`config.mk`:
```
export PLATFORM = sky130hd
export DESIGN_NAME = stride_decoder
export DESIGN_NICKNAME = d
export VERILOG_FILES = /design/src/rtl/stride_decoder_pkg.sv /design/src/rtl/delta_classify.sv /design/src/rtl/stride_decoder.sv
export SDC_FILE = /design/constraint.sdc
export NUM_CORES = 1
export LEC_CHECK = 0
export ABC_CLOCK_PERIOD_IN_PS = 3500
export BUFFER_PORTS_ARGS = -buffer_cell sky130_fd_sc_hd__buf_2
export CAP_MARGIN = 40
export CELL_PAD_IN_SITES_DETAIL_PLACEMENT = 2
export CELL_PAD_IN_SITES_GLOBAL_PLACEMENT = 2
export CORE_MARGIN = 4
export CORE_UTILIZATION = 32
export DETAILED_ROUTE_END_ITERATION = 7
export GPL_ROUTABILITY_DRIVEN = 1
export GPL_TIMING_DRIVEN = 0
export MAX_ROUTING_LAYER = met4
export PLACE_DENSITY_LB_ADDON = 0.1
export SLEW_MARGIN = 25
export SYNTH_ARGS = -nofsm -noshare
export SYNTH_HDL_FRONTEND = slang
export SYNTH_SLANG_ARGS = --single-unit
```
`constraint.sdc`:
```
create_clock -name clk -period 3.5 [get_ports clk]
set_input_delay 0.7 -clock clk [delete_from_list [all_inputs] [get_ports clk]]
set_output_delay 0.7 -clock clk [all_outputs]
set_load 0.05 [all_outputs]
```
`src/rtl/stride_decoder_pkg.sv`:
```
// Shared definitions for the stride decoder and the pattern counter that
// produces the coordinates it observes.
//   step_mode_e : 2-bit step-mode encoding (00=0, 01=1, 10=4, 11=8)
//   step_delta  : coordinate delta associated with a step mode
//   state_e     : decoder FSM states
package stride_decoder_pkg;

    typedef enum logic [1:0] {
        MODE_0 = 2'b00,
        MODE_1 = 2'b01,
        MODE_4 = 2'b10,
        MODE_8 = 2'b11
    } step_mode_e;

    localparam int unsigned STEP_DELTA_0 = 0;
    localparam int unsigned STEP_DELTA_1 = 1;
    localparam int unsigned STEP_DELTA_4 = 4;
    localparam int unsigned STEP_DELTA_8 = 8;

    typedef enum logic [1:0] {
        ST_IDLE      = 2'd0,
        ST_HAVE_PREV = 2'd1,
        ST_ACQUIRE   = 2'd2,
        ST_LOCKED    = 2'd3
    } state_e;

    function automatic int unsigned step_delta(input step_mode_e m);
        case (m)
            MODE_0:  step_delta = STEP_DELTA_0;
            MODE_1:  step_delta = STEP_DELTA_1;
            MODE_4:  step_delta = STEP_DELTA_4;
            default: step_delta = STEP_DELTA_8;
        endcase
    endfunction

endpackage

```
`src/rtl/delta_classify.sv`:
```
// Combinational classifier: maps a coordinate delta onto a step mode.
//   delta_i : coordinate delta, modulo 2^W
//   class_o : step mode whose delta equals delta_i (MODE_0 when illegal)
//   legal_o : delta_i is one of the step-mode deltas
module delta_classify
    import stride_decoder_pkg::*;
#(
    parameter int W = 12
) (
    input  logic [W-1:0] delta_i,
    output step_mode_e   class_o,
    output logic         legal_o
);

    always_comb begin
        class_o = MODE_0;
        legal_o = 1'b1;
        if (delta_i == W'(step_delta(MODE_0)))
            class_o = MODE_0;
        else if (delta_i == W'(step_delta(MODE_1)))
            class_o = MODE_1;
        else if (delta_i == W'(step_delta(MODE_4)))
            class_o = MODE_4;
        else if (delta_i == W'(step_delta(MODE_8)))
            class_o = MODE_8;
        else
            legal_o = 1'b0;
    end

endmodule

```
`src/rtl/stride_decoder.sv`:
```
// Stride decoder: watches a coordinate stream and locks onto its step mode
// once LOCK_COUNT consecutive equal legal deltas have been seen.
//   clk, rst_n : clock, asynchronous active-low reset
//   clr        : synchronous clear, wins over in_valid
//   in_valid   : in_coord carries a sample
//   in_coord   : observed coordinate
//   xmode      : last locked step mode (held after lock loss)
//   locked     : decoder locked to xmode
//   err        : one-cycle pulse on illegal delta or lock loss
//   match_cnt  : run length of equal legal deltas, saturating at 15
//
// state        | meaning
// -------------+-----------------------------------------------
// ST_IDLE      | no history; next sample is only captured
// ST_HAVE_PREV | previous coordinate known, no candidate mode
// ST_ACQUIRE   | counting consecutive deltas equal to cand_q
// ST_LOCKED    | LOCK_COUNT matches reached, tracking xmode
module stride_decoder
    import stride_decoder_pkg::*;
#(
    parameter int W          = 12,
    parameter int LOCK_COUNT = 4
) (
    input  logic         clk,
    input  logic         rst_n,
    input  logic         clr,
    input  logic         in_valid,
    input  logic [W-1:0] in_coord,
    output logic [1:0]   xmode,
    output logic         locked,
    output logic         err,
    output logic [3:0]   match_cnt
);

    state_e       state_q;
    step_mode_e   xmode_q;
    step_mode_e   cand_q;
    logic         locked_q;
    logic         err_q;
    logic [3:0]   match_cnt_q;
    logic [W-1:0] prev_q;

    logic [W-1:0] delta;
    step_mode_e   delta_class;
    logic         delta_legal;
    logic [3:0]   match_inc;

    // Unsigned subtraction wraps naturally, so 4095 -> 3 yields 4.
    assign delta     = in_coord - prev_q;
    assign match_inc = match_cnt_q + 4'd1;

    delta_classify #(.W(W)) u_classify (
        .delta_i (delta),
        .class_o (delta_class),
        .legal_o (delta_legal)
    );

    always_ff @(posedge clk or negedge rst_n) begin
        if (!rst_n) begin
            state_q     <= ST_IDLE;
            xmode_q     <= MODE_0;
            cand_q      <= MODE_0;
            locked_q    <= 1'b0;
            err_q       <= 1'b0;
            match_cnt_q <= 4'd0;
            prev_q      <= '0;
        end else if (clr) begin
            state_q     <= ST_IDLE;
            xmode_q     <= MODE_0;
            cand_q      <= MODE_0;
            locked_q    <= 1'b0;
            err_q       <= 1'b0;
            match_cnt_q <= 4'd0;
        end else begin
            err_q <= 1'b0;
            if (in_valid) begin
                prev_q <= in_coord;
                case (state_q)
                    ST_IDLE: begin
                        state_q <= ST_HAVE_PREV;
                    end
                    ST_HAVE_PREV: begin
                        if (delta_legal) begin
                            cand_q      <= delta_class;
                            match_cnt_q <= 4'd1;
                            state_q     <= ST_ACQUIRE;
                        end else begin
                            err_q <= 1'b1;
                        end
                    end
                    ST_ACQUIRE: begin
                        if (!delta_legal) begin
                            err_q       <= 1'b1;
                            match_cnt_q <= 4'd0;
                            state_q     <= ST_HAVE_PREV;
                        end else if (delta_class == cand_q) begin
                            match_cnt_q <= match_inc;
                            if (match_inc == 4'(LOCK_COUNT)) begin
                                state_q  <= ST_LOCKED;
                                xmode_q  <= cand_q;
                                locked_q <= 1'b1;
                            end
                        end else begin
                            cand_q      <= delta_class;
                            match_cnt_q <= 4'd1;
                        end
                    end
                    ST_LOCKED: begin
                        if (!delta_legal) begin
                            err_q       <= 1'b1;
                            locked_q    <= 1'b0;
                            match_cnt_q <= 4'd0;
                            state_q     <= ST_HAVE_PREV;
                        end else if (delta_class == xmode_q) begin
                            if (match_cnt_q != 4'hF)
                                match_cnt_q <= match_inc;
                        end else begin
                            err_q       <= 1'b1;
                            locked_q    <= 1'b0;
                            cand_q      <= delta_class;
                            match_cnt_q <= 4'd1;
                            state_q     <= ST_ACQUIRE;
                        end
                    end
                    default: state_q <= ST_IDLE;
                endcase
            end
        end
    end

    assign xmode     = xmode_q;
    assign locked    = locked_q;
    assign err       = err_q;
    assign match_cnt = match_cnt_q;

endmodule

```
==> report_table.html <==
<table>
<tr><th>Metric</th><th>Value</th></tr>
<tr><th colspan="2">Finish</th></tr>
<tr><td>Non-filler instance count after layout</td><td>435</td></tr>
<tr><td>Combined flip-flop and latch cell area</td><td>601 µm²</td></tr>
<tr><td>Filler cells</td><td>871</td></tr>
<tr><td>Layout cells sized above 1</td><td>24.7%</td></tr>
<tr><td>Area growth from synthesis to final layout</td><td>23.4%</td></tr>
<tr><td>Number of nets in the final layout</td><td>371</td></tr>
<tr><td>Most common cell after layout, fill and taps aside</td><td>sky130_fd_sc_hd__nand2_1</td></tr>
<tr><td>Antenna diode count</td><td>0</td></tr>
<tr><td>Commonest cells after routing, fill and taps aside</td><td>sky130_fd_sc_hd__nand2_1 (35), sky130_fd_sc_hd__buf_2 (25), sky130_fd_sc_hd__dfrtp_1 (24)</td></tr>
<tr><td>Area of the multi-input gates</td><td>0.00185 mm²</td></tr>
<tr><th colspan="2">Worst setup path</th></tr>
<tr><td>Slowest library cell on the worst path</td><td>sky130_fd_sc_hd__or3_4</td></tr>
<tr><td>Critical path class</td><td>in -&gt; reg</td></tr>
<tr><td>Worst reg-to-reg path cell count</td><td>11</td></tr>
<tr><td>Element type at the critical path end</td><td>flop</td></tr>
<tr><td>Delay contributed by the slowest stage of the critical path</td><td>480 ps</td></tr>
<tr><td>FF-to-FF End</td><td>match_cnt[0]</td></tr>
<tr><td>Data required time of the critical path</td><td>3660 ps</td></tr>
<tr><td>Worst setup path start</td><td>in_coord[0]</td></tr>
<tr><td>R2R Setup Slk</td><td>110 ps</td></tr>
<tr><td>Critical Path Fanout Max</td><td>8</td></tr>
<tr><td>Source of the worst register-to-register timing path</td><td>prev_q[0]</td></tr>
<tr><td>Crit path to</td><td>match_cnt[0]</td></tr>
<tr><td>Startpoint Class</td><td>input port</td></tr>
<tr><td>Cell-by-cell trace of the critical path</td><td>buf_8 &gt; inv_8 &gt; ha_4 &gt; fa_2 &gt; nand2b_4 &gt; a21oi_4 &gt; nand2_2 &gt; a221oi_4 &gt; nand3_4 &gt; or3_4 &gt; o41ai_4 &gt; and2b_1 &gt; a21oi_2</td></tr>
<tr><td>Arrival time at the worst endpoint</td><td>3640 ps</td></tr>
<tr><th colspan="2">Routing</th></tr>
<tr><td>Routed length per instance</td><td>17.9 µm</td></tr>
<tr><td>Iter 0 DRT Violations</td><td>51</td></tr>
<tr><td>Via Count</td><td>2421</td></tr>
<tr><td>Total wire length</td><td>7.77 mm</td></tr>
<tr><td>Remaining number of nets flagged by the antenna check after routing</td><td>0</td></tr>
<tr><td>Via/cell ratio</td><td>5.57</td></tr>
<tr><td>Number of design rule violations left after detail routing</td><td>0</td></tr>
<tr><td>Number of detailed-routing iterations run before antenna repair</td><td>4</td></tr>
<tr><th colspan="2">Clocking</th></tr>
<tr><td>Worst skew pair latency</td><td>270 ps</td></tr>
<tr><td>TritonCTS buffer count</td><td>3</td></tr>
<tr><td>CTS tree</td><td>done</td></tr>
<tr><td>H-tree depth</td><td>1</td></tr>
<tr><td>Number of buffers on the longest clock path</td><td>2</td></tr>
<tr><td>CTS clk-pin slew, worst paths</td><td>100 ps</td></tr>
<tr><td>Clock root buffer</td><td>sky130_fd_sc_hd__clkbuf_8</td></tr>
<tr><td>Sink count of the clock tree</td><td>24</td></tr>
<tr><th colspan="2">Power and ir drop</th></tr>
<tr><td>Net switching power of the design</td><td>0.508 mW</td></tr>
<tr><td>Internal power component</td><td>0.655 mW</td></tr>
<tr><td>Net Sw Frac</td><td>43.7%</td></tr>
<tr><td>Gate power share</td><td>55.5%</td></tr>
<tr><td>Sequential share of power</td><td>27.3%</td></tr>
<tr><td>Max IR drop VDD</td><td>0.000130 V</td></tr>
<tr><td>Pwr Density</td><td>391 mW/mm²</td></tr>
<tr><td>Leakage</td><td>1.26 nW</td></tr>
<tr><td>Clock power frac</td><td>17.3%</td></tr>
<tr><th colspan="2">Yosys</th></tr>
<tr><td>Count of state elements after synthesis</td><td>24</td></tr>
<tr><td>Synthesis Warnings</td><td>0</td></tr>
<tr><td>Sequential area share after synthesis</td><td>24.9%</td></tr>
<tr><td>Proportion of synthesized flip-flops having asynchronous set or reset</td><td>100%</td></tr>
<tr><td>Post-synth EDFFs</td><td>0</td></tr>
<tr><td>Syn Area/Cell</td><td>8.17 µm²</td></tr>
<tr><td>Synthesized instance count</td><td>295</td></tr>
<tr><td>Dominant synthesized flop cell</td><td>sky130_fd_sc_hd__dfrtp_1</td></tr>
<tr><td>Count of different cell masters after synthesis</td><td>63</td></tr>
<tr><td>Netlist Area Pre-Place</td><td>0.00241 mm²</td></tr>
<tr><td>Synthesized Nets</td><td>329</td></tr>
<tr><th colspan="2">Die</th></tr>
<tr><td>Die width</td><td>94.8 µm</td></tr>
<tr><td>Core area</td><td>0.00729 mm²</td></tr>
<tr><td>Starting density of the core</td><td>33.1%</td></tr>
<tr><td>Total I/O pin count</td><td>24</td></tr>
<tr><td>Die Area</td><td>0.00899 mm²</td></tr>
<tr><td>Cell row count</td><td>31</td></tr>
<tr><td>DIE HEIGHT</td><td>94.8 µm</td></tr>
<tr><th colspan="2">Timing</th></tr>
<tr><td>Setup ws final</td><td>27.3 ps</td></tr>
<tr><td>Clock Skew</td><td>1.94 ps</td></tr>
<tr><td>Fin crit share</td><td>99.2%</td></tr>
<tr><td>Maximum frequency from static timing analysis</td><td>288 MHz</td></tr>
<tr><td>Pins Over Slew Limit</td><td>0</td></tr>
<tr><td>Final min period</td><td>3470 ps</td></tr>
<tr><td>Setup total negative slack</td><td>0 ps</td></tr>
<tr><td>Endpoints failing hold</td><td>0</td></tr>
<tr><td>Relative slew slack</td><td>55.7%</td></tr>
<tr><td>Total setup violations reported at the end of the flow</td><td>0</td></tr>
<tr><td>Worst Max-Slew Pin Slew</td><td>663 ps</td></tr>
<tr><td>Setup repair after global routing missed its margin</td><td>true</td></tr>
<tr><th colspan="2">Worst hold path</th></tr>
<tr><td>Path category of the worst min-delay check</td><td>in -&gt; async</td></tr>
<tr><th colspan="2">Placed design</th></tr>
<tr><td>DP Wirelength</td><td>5.63 mm</td></tr>
<tr><td>Worst setup timing slack at the placement stage</td><td>-502 ps</td></tr>
<tr><td>DP Cell Count</td><td>416</td></tr>
<tr><td>Number of port buffers</td><td>22</td></tr>
<tr><td>Weighted congestion reported at the end of routability-driven placement</td><td>0.777</td></tr>
<tr><th colspan="2">Global route</th></tr>
<tr><td>Initial antenna violation count</td><td>0</td></tr>
<tr><td>Global-route congestion overflow total</td><td>0</td></tr>
<tr><td>Vias in the first global route</td><td>2522</td></tr>
<tr><td>Global-route wire length before repair</td><td>12.7 mm</td></tr>
<tr><td>Gr usage total</td><td>18.1%</td></tr>
<tr><td>Largest net degree at the start of global routing</td><td>25</td></tr>
<tr><th colspan="2">Run</th></tr>
<tr><td>Number of max-capacitance violations reported</td><td>0</td></tr>
<tr><th colspan="2">Run status</th></tr>
<tr><td>Result of the run</td><td>finished, final reports clean</td></tr>
</table>
-- registers in the layout, indices dropped and copies added, names as in the netlist --
signal and flops:
prev_q 12, match_cnt 4, cand_q 2, state_q 2, xmode 2, err 1
locked 1
-- cells in the mapped netlist, types with 4 or more instances --
cell | n | area share, %
sky130_fd_sc_hd__o211ai_1 | 5 | 1.6
sky130_fd_sc_hd__a21o_1 | 4 | 1.2
sky130_fd_sc_hd__mux2i_1 | 8 | 3.3
sky130_fd_sc_hd__o21ai_1 | 5 | 1.0
sky130_fd_sc_hd__ha_1 | 17 | 8.8
sky130_fd_sc_hd__clkbuf_1 | 5 | 0.78
sky130_fd_sc_hd__o22ai_1 | 4 | 1.0
sky130_fd_sc_hd__nand4_1 | 4 | 1.0
sky130_fd_sc_hd__dfrtp_1 | 24 | 25
sky130_fd_sc_hd__nand2_1 | 36 | 5.6
sky130_fd_sc_hd__nor2_1 | 22 | 3.4
sky130_fd_sc_hd__buf_2 | 4 | 0.83
sky130_fd_sc_hd__o31ai_1 | 5 | 1.6
sky130_fd_sc_hd__xnor2_1 | 4 | 1.5
sky130_fd_sc_hd__a21oi_1 | 12 | 2.5
sky130_fd_sc_hd__o21ai_0 | 22 | 4.6
sky130_fd_sc_hd__o21a_1 | 4 | 1.2
sky130_fd_sc_hd__or3_1 | 4 | 1.0
sky130_fd_sc_hd__nand3_1 | 7 | 1.5
sky130_fd_sc_hd__inv_1 | 19 | 3.0
sky130_fd_sc_hd__nor3_1 | 6 | 1.2
sky130_fd_sc_hd__nand2b_1 | 7 | 1.8
-- routing by layer --
metal,track usage (%),vias up,wire [µm]
li1,-,1176,-
met1,23.8,1225,3620
met2,30.8,18,3980
met3,1.75,2,145
met4,2.40,0,23
met5,-,-,0
-- worst min path at each step --
stage,start,end,slack [ps]
4_1_cts,rst_n,match_cnt[3],430
5_1_grt,rst_n,match_cnt[3],460
3_3_place_gp,prev_q[8],prev_q[8],530
6_report,rst_n,match_cnt[3],420
3_5_place_dp,prev_q[6],prev_q[6],540
2_1_floorplan,rst_n,cand_q[0],400
-- per-stage QoR --
stage | area, µm² | hold WS (ps) | total power, mW | util (%)
4_1_cts | 2800 | 434 | 1.13 | 38.4
5_1_grt | 2980 | 457 | 1.27 | 40.8
2_1_floorplan | 2450 | 404 | 0.748 | -
6_report | 2980 | 423 | 1.16 | 40.8
3_3_place_gp | 2690 | 525 | 0.878 | 36.8
3_5_place_dp | 2690 | 540 | 0.891 | 36.8
-- final cells by class --
cell class                 instances  area share [%]
multi-input combinational        243            62.1
sequential                        24            20.2
timing repair buffer              37            7.74
tap                               99            4.16
inverter                          19            2.65
clock buffer                       4            1.85
buffer                             9            1.30
-- power by group through the flow --
stage / clock network, mW / logic (mW) / registers [mW]
after CTS: 0.218 / 0.598 / 0.318
after global placement: 0 / 0.556 / 0.322
after floorplan: 0 / 0.421 / 0.327
after detailed placement: 0 / 0.568 / 0.323
final: 0.201 / 0.645 / 0.317
after global routing: 0.229 / 0.720 / 0.321
-- timing repair --
action	in CTS	in global routing
resized for setup	5	19
endpoints found under the hold margin	0	0
gates cloned	0	1
pin swaps	4	11
setup buffers	4	10
setup endpoints to repair	8	9
hold buffers	0	0
-- cells by family (layout without fill, tap and decap cells) --
group | after synthesis | in the layout | share of synthesized area (%)
simple gates | 112 | 113 | 24.3
compound gates | 95 | 95 | 28.9
buf+inv | 29 | 69 | 5.03
flops | 24 | 24 | 24.9
fa+ha+maj | 18 | 18 | 9.65
mux | 11 | 11 | 4.72
xor+xnor | 6 | 6 | 2.49
-- critical path: cells and delay by family --
kind	cells	cell delay [ps]
buffers and inverters	2	120
AND/OR/NAND/NOR	5	1130
adder cells (fa/ha/maj)	2	620
AO/OA/AOI/OAI	4	1040
No activity file was read; power rests on OpenSTA's default activity.
